### src/rtl/eta_lock_pkg.sv
// Shared types and constants for the locked ETA-II pipelined adder.
package eta_lock_pkg;

  localparam int unsigned DEF_WIDTH = 16;
  localparam int unsigned DEF_SEG_W = 4;
  localparam int unsigned ERR_CNT_W = 16;

  typedef enum logic [1:0] {
    KEY_EMPTY,
    KEY_LOADING,
    KEY_ARMED
  } key_state_t;

  // Number of speculative-carry segments for a given operand width.
  function automatic int unsigned nseg(input int unsigned width, input int unsigned seg_w);
    return width / seg_w;
  endfunction

endpackage

### src/rtl/eta_segment_add.sv
// One ETA-II segment: full segment sum with carry-in, plus the carry it would
// generate on its own (carry-in 0), which feeds the next segment's speculation.
module eta_segment_add #(
  parameter int unsigned SEG_W = 4
) (
  input  logic [SEG_W-1:0] a,
  input  logic [SEG_W-1:0] b,
  input  logic             cin,
  output logic [SEG_W-1:0] sum,
  output logic             cout,
  output logic             gen
);

  logic [SEG_W-1:0] unused_gen_sum;

  // Segment sum with carry-in, and the standalone generate carry.
  always_comb begin
    {cout, sum}          = {1'b0, a} + {1'b0, b} + {{SEG_W{1'b0}}, cin};
    {gen, unused_gen_sum} = {1'b0, a} + {1'b0, b};
  end

endmodule

### src/rtl/eta2_adder_locked_pipe.sv
// Pipelined ETA-II adder with XOR/XNOR key locking and a serially loaded key.
// Optional exact-sum checker enabled by defining ETA_EXACT_CHECK_EN.
module eta2_adder_locked_pipe
  import eta_lock_pkg::*;
#(
  parameter int unsigned WIDTH = DEF_WIDTH,
  parameter int unsigned SEG_W = DEF_SEG_W,
  parameter logic [WIDTH+nseg(WIDTH, SEG_W)-1:0] KEY_CORRECT = 20'hB89E0
) (
  input  logic             clk_i,
  input  logic             rst_i,
  input  logic             key_shift_i,
  input  logic             key_sdi_i,
  output logic             key_armed_o,
  input  logic             in_valid_i,
  output logic             in_ready_o,
  input  logic [WIDTH-1:0] add1_i,
  input  logic [WIDTH-1:0] add2_i,
  output logic             out_valid_o,
  input  logic             out_ready_i,
  output logic [WIDTH:0]   result_o
`ifdef ETA_EXACT_CHECK_EN
  ,
  output logic                 err_o,
  output logic [ERR_CNT_W-1:0] err_cnt_o
`endif
);

  localparam int unsigned NSEG  = nseg(WIDTH, SEG_W);
  localparam int unsigned KEY_W = WIDTH + NSEG;
  localparam int unsigned CNT_W = $clog2(KEY_W + 1);
  localparam logic [CNT_W-1:0] CNT_LAST = CNT_W'(KEY_W - 1);

  key_state_t       state;
  logic [KEY_W-1:0] key_q;
  logic [CNT_W-1:0] cnt;

  logic             armed, flush, accept, adv1, adv2;
  logic             v1, v2;
  logic [WIDTH-1:0] a_q, b_q;
  logic [NSEG-1:0]  cg_q;

  logic [NSEG-1:0]  raw_c, cg;
  logic [WIDTH-1:0] sum_raw;
  logic [NSEG-1:0]  seg_cout;
  logic [NSEG-1:0]  unused_cout;
  logic [NSEG-1:0]  unused_sum_gen;
  logic [WIDTH:0]   result_d;

  assign armed       = (state == KEY_ARMED);
  assign key_armed_o = armed;
  assign flush       = armed & key_shift_i;
  assign adv2        = ~v2 | out_ready_i;
  assign adv1        = adv2 | ~v1;
  assign in_ready_o  = armed & ~key_shift_i & (~v1 | ~v2 | out_ready_i);
  assign accept      = in_valid_i & in_ready_o;
  assign out_valid_o = v2;

  // Segment 0 never speculates; higher segments take the previous segment's generate.
  assign raw_c[0] = 1'b0;

  for (genvar s = 0; s < NSEG; s++) begin : g_seg
    if (s < NSEG - 1) begin : g_spec
      logic [SEG_W-1:0] unused_sum;
      logic             unused_cout_spec;
      eta_segment_add #(.SEG_W(SEG_W)) u_spec (
        .a    (add1_i[s*SEG_W +: SEG_W]),
        .b    (add2_i[s*SEG_W +: SEG_W]),
        .cin  (1'b0),
        .sum  (unused_sum),
        .cout (unused_cout_spec),
        .gen  (raw_c[s+1])
      );
    end
    eta_segment_add #(.SEG_W(SEG_W)) u_sum (
      .a    (a_q[s*SEG_W +: SEG_W]),
      .b    (b_q[s*SEG_W +: SEG_W]),
      .cin  (cg_q[s]),
      .sum  (sum_raw[s*SEG_W +: SEG_W]),
      .cout (seg_cout[s]),
      .gen  (unused_sum_gen[s])
    );
  end

  assign unused_cout = seg_cout;

  // Key-gated speculative carries and key-gated sum bits.
  always_comb begin
    cg = '0;
    for (int unsigned s = 0; s < NSEG; s++) begin
      cg[s] = raw_c[s] ^ key_q[WIDTH+s] ^ KEY_CORRECT[WIDTH+s];
    end
    result_d = {seg_cout[NSEG-1], sum_raw ^ key_q[WIDTH-1:0] ^ KEY_CORRECT[WIDTH-1:0]};
  end

  // Serial key loader: every shift moves one bit in LSB-first; KEY_W shifts arm the key.
  always_ff @(posedge clk_i) begin
    if (rst_i) begin
      state <= KEY_EMPTY;
      key_q <= '0;
      cnt   <= '0;
    end else if (key_shift_i) begin
      key_q <= {key_sdi_i, key_q[KEY_W-1:1]};
      case (state)
        KEY_EMPTY, KEY_ARMED: begin
          state <= KEY_LOADING;
          cnt   <= CNT_W'(1);
        end
        KEY_LOADING: begin
          cnt <= cnt + 1'b1;
          if (cnt == CNT_LAST) state <= KEY_ARMED;
        end
        default: begin
          state <= KEY_EMPTY;
          cnt   <= '0;
        end
      endcase
    end
  end

  // Two-stage valid/ready pipeline; a key reload discards everything in flight.
  always_ff @(posedge clk_i) begin
    if (rst_i) begin
      v1       <= 1'b0;
      v2       <= 1'b0;
      a_q      <= '0;
      b_q      <= '0;
      cg_q     <= '0;
      result_o <= '0;
    end else if (flush) begin
      v1 <= 1'b0;
      v2 <= 1'b0;
    end else begin
      if (adv1) begin
        v1 <= accept;
        if (accept) begin
          a_q  <= add1_i;
          b_q  <= add2_i;
          cg_q <= cg;
        end
      end
      if (adv2) begin
        v2 <= v1;
        if (v1) result_o <= result_d;
      end
    end
  end

`ifdef ETA_EXACT_CHECK_EN
  logic [WIDTH:0] exact_q;

  // Exact reference sum travels alongside the stage-2 result.
  always_ff @(posedge clk_i) begin
    if (rst_i) begin
      exact_q <= '0;
    end else if (!flush && adv2 && v1) begin
      exact_q <= {1'b0, a_q} + {1'b0, b_q};
    end
  end

  assign err_o = v2 & (result_o != exact_q);

  // Saturating count of delivered results that differ from the exact sum.
  always_ff @(posedge clk_i) begin
    if (rst_i) begin
      err_cnt_o <= '0;
    end else if (v2 && out_ready_i && err_o && (err_cnt_o != '1)) begin
      err_cnt_o <= err_cnt_o + 1'b1;
    end
  end
`endif

endmodule
### config.mk
export PLATFORM = sky130hd
export DESIGN_NAME = eta2_adder_locked_pipe
export DESIGN_NICKNAME = d
export VERILOG_FILES = /design/src/rtl/eta_lock_pkg.sv /design/src/rtl/eta_segment_add.sv /design/src/rtl/eta2_adder_locked_pipe.sv
export SDC_FILE = /design/constraint.sdc
export NUM_CORES = 1
export LEC_CHECK = 0
export ABC_AREA = 1
export CORE_AREA = 2 2 66 130
export DETAILED_ROUTE_END_ITERATION = 7
export DIE_AREA = 0 0 68 132
export GPL_ROUTABILITY_DRIVEN = 0
export MAX_ROUTING_LAYER = met4
export PLACE_DENSITY_LB_ADDON = 0.2
export SYNTH_ARGS = -nofsm -noshare
export SYNTH_HDL_FRONTEND = slang
export SYNTH_SLANG_ARGS = --single-unit
### constraint.sdc
create_clock -name clk_i -period 2.3 [get_ports clk_i]
set_clock_uncertainty 0.1 [all_clocks]
set_input_delay 0.46 -clock clk_i [delete_from_list [all_inputs] [get_ports clk_i]]
set_output_delay 0.46 -clock clk_i [all_outputs]
set_load 0.02 [all_outputs]
Yosys cells after proc, flatten, opt, wreduce, memory -nomap -nowiden:

Cells that the tools add are included.

* register bits after elaboration: 82
* bits of input ports: 38
* output and inout bits: 20

* $add $sub $neg: 12
* equal/unequal tests: 4
* muxes and demuxes: 3
* bitwise logic cells: 20
* reduce and logical (&&, ||, !) cells: 6

Operator list (count)
* adder 4 x 4 -> 5 bit: 4
* XOR 16 bit: 1
* adder 4 x 1 -> 4 bit: 3
* adder 4 bit: 3
* one-hot mux 5 bit (2 select lines): 1
* NOT 1 bit: 7
* NOT 6 bit: 1
* AND reduction 3 bit: 2
* adder 5 x 1 -> 5 bit: 1
* adder 5 x 1 -> 5 bit (second input constant): 1
* == test 5 bit (second input constant): 1
* bitwise AND 1 bit: 4
* OR 1 bit: 4
* one-hot mux 2 bit (2 select lines): 1
* OR reduction 2 bit: 2
* XOR 1 bit: 3
* == test 2 x 1 -> 1 bit (second input constant): 1
* == test 2 bit (second input constant): 1
* zero test 2 bit: 1
* two-way mux 2 bit: 1
* != test 2 bit (second input constant): 1
* AND reduction 2 bit: 1

Depth between registers and ports, before layout:

* depth after elaboration: 6
* gate-level depth with buffers: 9

Modules after synthesis:

From an unflattened synthesis, not the netlist that was laid out.

* cell total of the unflattened synthesis: 836
* area, all modules: 5445.2 sq um

Modules (own cells, without submodules)
* eta2_adder_locked_pipe: times used 1, cells an instance 559, area an instance 3736.1 sq um
* eta_segment_add (g_seg[0].u_sum ...): times used 5, cells an instance 39, area an instance 235.2 sq um
* eta_segment_add (g_seg[0].g_spec.u_spec ...): times used 2, cells an instance 41, area an instance 266.5 sq um

Worst setup path before layout:

Ideal clock, no wire load.

* path type: register -> register
* from: register a_q[12]
* to: register result_o[14]
* arrival time: 1530 ps
* data required time: 2078 ps
* path slack: 548 ps
* stages on the path, launching flop included: 9
* buffers on the path: 0
* path through: dfxtp_1 -> inv_1 -> fa_1 -> fa_1 -> inv_1 -> nand2_1 -> nand2_1 -> xor2_1 -> a21oi_1

* word-level cells in the longest chain between the ends: 3

Ends and longest elaborated chain
* start: declaration: line eta2_adder_locked_pipe.sv:40 `logic [WIDTH-1:0] a_q, b_q;`
* start signal: assignment: line eta2_adder_locked_pipe.sv:137 `a_q <= add1_i;`
* adder 4 x 4 -> 5 bit
* adder 5 x 1 -> 5 bit: line eta_segment_add.sv:18 `{cout, sum} = {1'b0, a} + {1'b0, b} + {{SEG_W{1'b0}}, cin};`
* XOR 16 bit: line eta2_adder_locked_pipe.sv:93 `result_d = {seg_cout[NSEG-1], sum_raw ^ key_q[WIDTH-1:0] ^ KEY_CORRECT[WIDTH-1:0]};`
* end signal: assignment: line eta2_adder_locked_pipe.sv:144 `if (v1) result_o <= result_d;`
* end: declaration: line eta2_adder_locked_pipe.sv:21 `output logic [WIDTH:0] result_o`

No other way between the ends.
A chain may end at the register's enable or synchronous reset.

Final worst setup path:

* from: register state[0]
* to: output port key_armed_o

* word-level cells in the longest chain between the ends: 1

Ends and longest elaborated chain
* start: declaration: line eta2_adder_locked_pipe.sv:34 `key_state_t state;`
* start signal: assignment: line eta2_adder_locked_pipe.sv:99 `state <= KEY_EMPTY;`
* start signal: assignment: line eta2_adder_locked_pipe.sv:106 `state <= KEY_LOADING;`
* start signal: assignment: line eta2_adder_locked_pipe.sv:111 `if (cnt == CNT_LAST) state <= KEY_ARMED;`
* == test 2 bit: line eta2_adder_locked_pipe.sv:50 `assign armed = (state == KEY_ARMED);`
* end: declaration: line eta2_adder_locked_pipe.sv:14 `output logic key_armed_o,`

No other way between the ends.

==> out/metrics.yaml <==
synthesis:
  synth_top_family_by_area: "simple AND/OR/NAND/NOR gates"
  synthMuxAreaShare: 0
  syn_inst: 501
  yosysWarnings: 0
  syn_area_sq_mm: 0.00385
  synth_compound_area_frac: 0.164
  synth-xor-area-share: 0.0386
  yosys.area_share.adder: 0.103
  avgSynthCellArea_sq_um: 7.69
  synth-seq-area-share: 0.426
  synth_top_area_frac: 0.426
  ys_ff_latch: 82
  synth_cell_type_count: 27
  syn-num-nets: 566
  yosys.area_share.simple: 0.180
  yosysTopAreaCell: "dfxtp_1"
  yosys-top-cells-area: "dfxtp_1 43%, nand2_1 9.5%, a21oi_1 8.6%"
cts:
  cts_tree: "built"
  hold_buffers: 0
  ctsLongestPathBuffers: 2
  cts_sinks: 82
  root_buffer: "clkbuf_16"
  clkLatencyLatePin_ns: 0.33
  numCtsBuffers: 9
  path_clk_slew_ns: 0.05
  cts-htree-levels: 3
  cts_setup_buffers: 0
grt:
  grtUsageMet2: 0.351
  busiest_layer: "met2"
  antenna_found_initial: 0
  grt_pass1_vias: 3132
  overflow: 0
  met3_usage: 0.0427
  met1_usage: 0.213
  grt_max_degree: 35
  grt_pass1_wl_um: 13500
  grt_usage: 0.203
final_layout:
  syn_to_final_growth_pct: 23.4
  fillerInstances: 761
  fin_util: 0.598
  final_cell_mix: "98 x nand2_1, 82 x dfxtp_1, 66 x a21oi_1"
  mostFrequentLayoutCell: "nand2_1"
  drive_gt1_frac: 0.0503
  finalNetCount: 621
  register_area_sq_mm: 0.00164
  diodes: 0
  multi_input_area_sq_mm: 0.00187
min_path:
  hold_end: "cg_q[0]$_SDFFE_PP0P_"
  min_path_type: "reg2reg"
  min_from: "key_q[16]$_SDFFE_PP0P_"
  worstHoldPathCells: 1
detailed_routing:
  num_vias: 3286
  drc: 0
  drt_iter0_drc: 122
  dr.pass1.iters: 4
  drt-total-wl_um: 8130
  vias_per_cell: 5.03
  avgRoutedWirePerCell_um: 12.5
  ant_nets: 0
status:
  status: "completed"
floorplan:
  chipWidth_um: 68
  die_height_um: 132
  start_util: 0.485
  ioPinCount: 58
  fp.dieArea_sq_mm: 0.00898
  coreArea_sq_mm: 0.00794
  rows: 46
place:
  dpl_worst_slack_ns: -0.0107
  port_buffers: 57
  dpl.hpwl_um: 5970
worst_setup_path:
  cp.arrival_ns: 1.50
  cp_max_fo: 5
  critPathKind: "reg2out"
  cpMaxStageDelayCell: "clkdlybuf4s50_1"
  path_cells: "inv_2, nand2_1, inv_2, clkdlybuf4s50_1"
  cpMostUsedCell: "inv_2"
  required_ns: 1.74
  worstSetupStartpointType: "flip-flop"
  ff2ff_setup_slack_ns: 0.43
  reg2reg_from: "a_q[0]$_SDFFE_PP0P_"
  max_stage_delay_ns: 0.61
  ff2ff_path_depth: 6
  r2r-end: "result_o[1]$_SDFFE_PP0P_"
  cp-end-kind: "output port"
sta:
  slew_viol_final: 0
  hold_viol_final: 0
  rsz0062_at_grt: "no"
  timing.fmax_ghz: 0.485
  tightestPinTransition_ns: 0.555
  fin_crit_ns: 2.06
  fin_setup_tns_ns: 0
  hold_ws_ns: 0.362
  fin_crit_sh: 0.897
  setup_viol: 0
  relSlewSlack: 0.629
  fin_ws_ns: 0.237
flow_run:
  cap_violations: 0
power_and_ir_drop:
  p_seq_frac: 0.501
  p_comb_frac: 0.076
  irDropWorstVdd_mv: 0.619
  p_sw_uw: 640
  power_mw: 2.93
  power_density_mw_per_mm2: 617
  swShare: 0.218
  clkPwrFrac: 0.423
  p_leak_nw: 1.99
  p_int_mw: 2.29
[power by group through the flow]
stage               sequential [mW]  clock, mW  combinational [mW]
CTS                            1.47       1.27               0.223
finish                         1.47       1.24               0.221
global placement               1.50          0               0.217
detailed placement             1.50          0               0.220
global route                   1.47       1.32               0.248
floorplan                      1.49          0               0.120
[worst max-delay path: cells and delay by family, from the launching register on]
family	cells	cell delay [ns]
and+or+nand+nor	1	0.09
buffers and inverters	3	0.78
DFF	1	0.30
[cell families (layout without fill, tap and decap cells)]
kind of cell	after synthesis	after routing
DFF	82	82
and+or+nand+nor	171	171
buffers and inverters	80	136
AOI/OAI and AO/OA	124	124
xor gates and xnor gates	17	17
adders and majority gates	27	27
[per-layer routing]
layer | vias to the layer above | share of wire
met4 | 0 | 0.023
li1 | 1722 | -
met2 | 50 | 0.54
met1 | 1503 | 0.40
met5 | - | 0
met3 | 11 | 0.038
[final cells by class]
class / count / share of cell area
Clock buffer: 11 / 0.0511
Multi-Input combinational cell: 339 / 0.394
Clock inverter: 1 / 0.00105
Tap cell: 96 / 0.0253
Inverter: 57 / 0.0450
Sequential cell: 82 / 0.345
Timing Repair Buffer: 67 / 0.138
[through the flow]
stage          cell area [sq um]  cells
5_1_grt                     4750    653
3_5_place_dp                4510    641
6_report                    4750    653
2_1_floorplan               3850    501
3_3_place_gp                4510    641
4_1_cts                     4750    653
[registers in the layout, summed over array words and instances (netlist names)]
register     count
b_q             16
key_q           20
out_valid_o      1
cg_q             4
cnt              5
result_o        17
v1               1
a_q             16
state            2
[worst max-delay path by stage]
stage,from,end
2_1_floorplan,a_q[12]$_SDFFE_PP0P_,result_o[14]$_SDFFE_PP0P_
3_3_place_gp,out_ready_i,in_ready_o
3_5_place_dp,out_ready_i,in_ready_o
4_1_cts,state[0]$_SDFFE_PP0P_,key_armed_o
5_1_grt,state[1]$_SDFFE_PP0P_,key_armed_o
6_report,state[0]$_SDFFE_PP0P_,key_armed_o
[synthesized netlist by cell type]
library cell	instances
nand2_1	98
dfxtp_1	82
a21oi_1	66
inv_1	54
nor2_1	45
o21ai_0	44
ha_1	19
nand3_1	19
o21ai_1	12
xor2_1	10
buf_2	8
clkbuf_1	8
fa_1	8
xnor2_1	7
buf_4	3
inv_2	3
buf_6	2
clkbuf_2	2
nand4_1	2
nor3_1	2
a21oi_4	1
a31oi_1	1
nand2_2	1
nand3_2	1
nand3b_1	1
nor2_2	1
nor3b_1	1
[timing repair]
| item | 4_1_cts | 5_1_grt |
|---|---|---|
| gates resized for setup | 1 | 0 |
| endpoints found under the hold margin | 0 | 0 |
| endpoints found under the setup margin | 1 | 0 |
(Power assumes the default switching activity.)
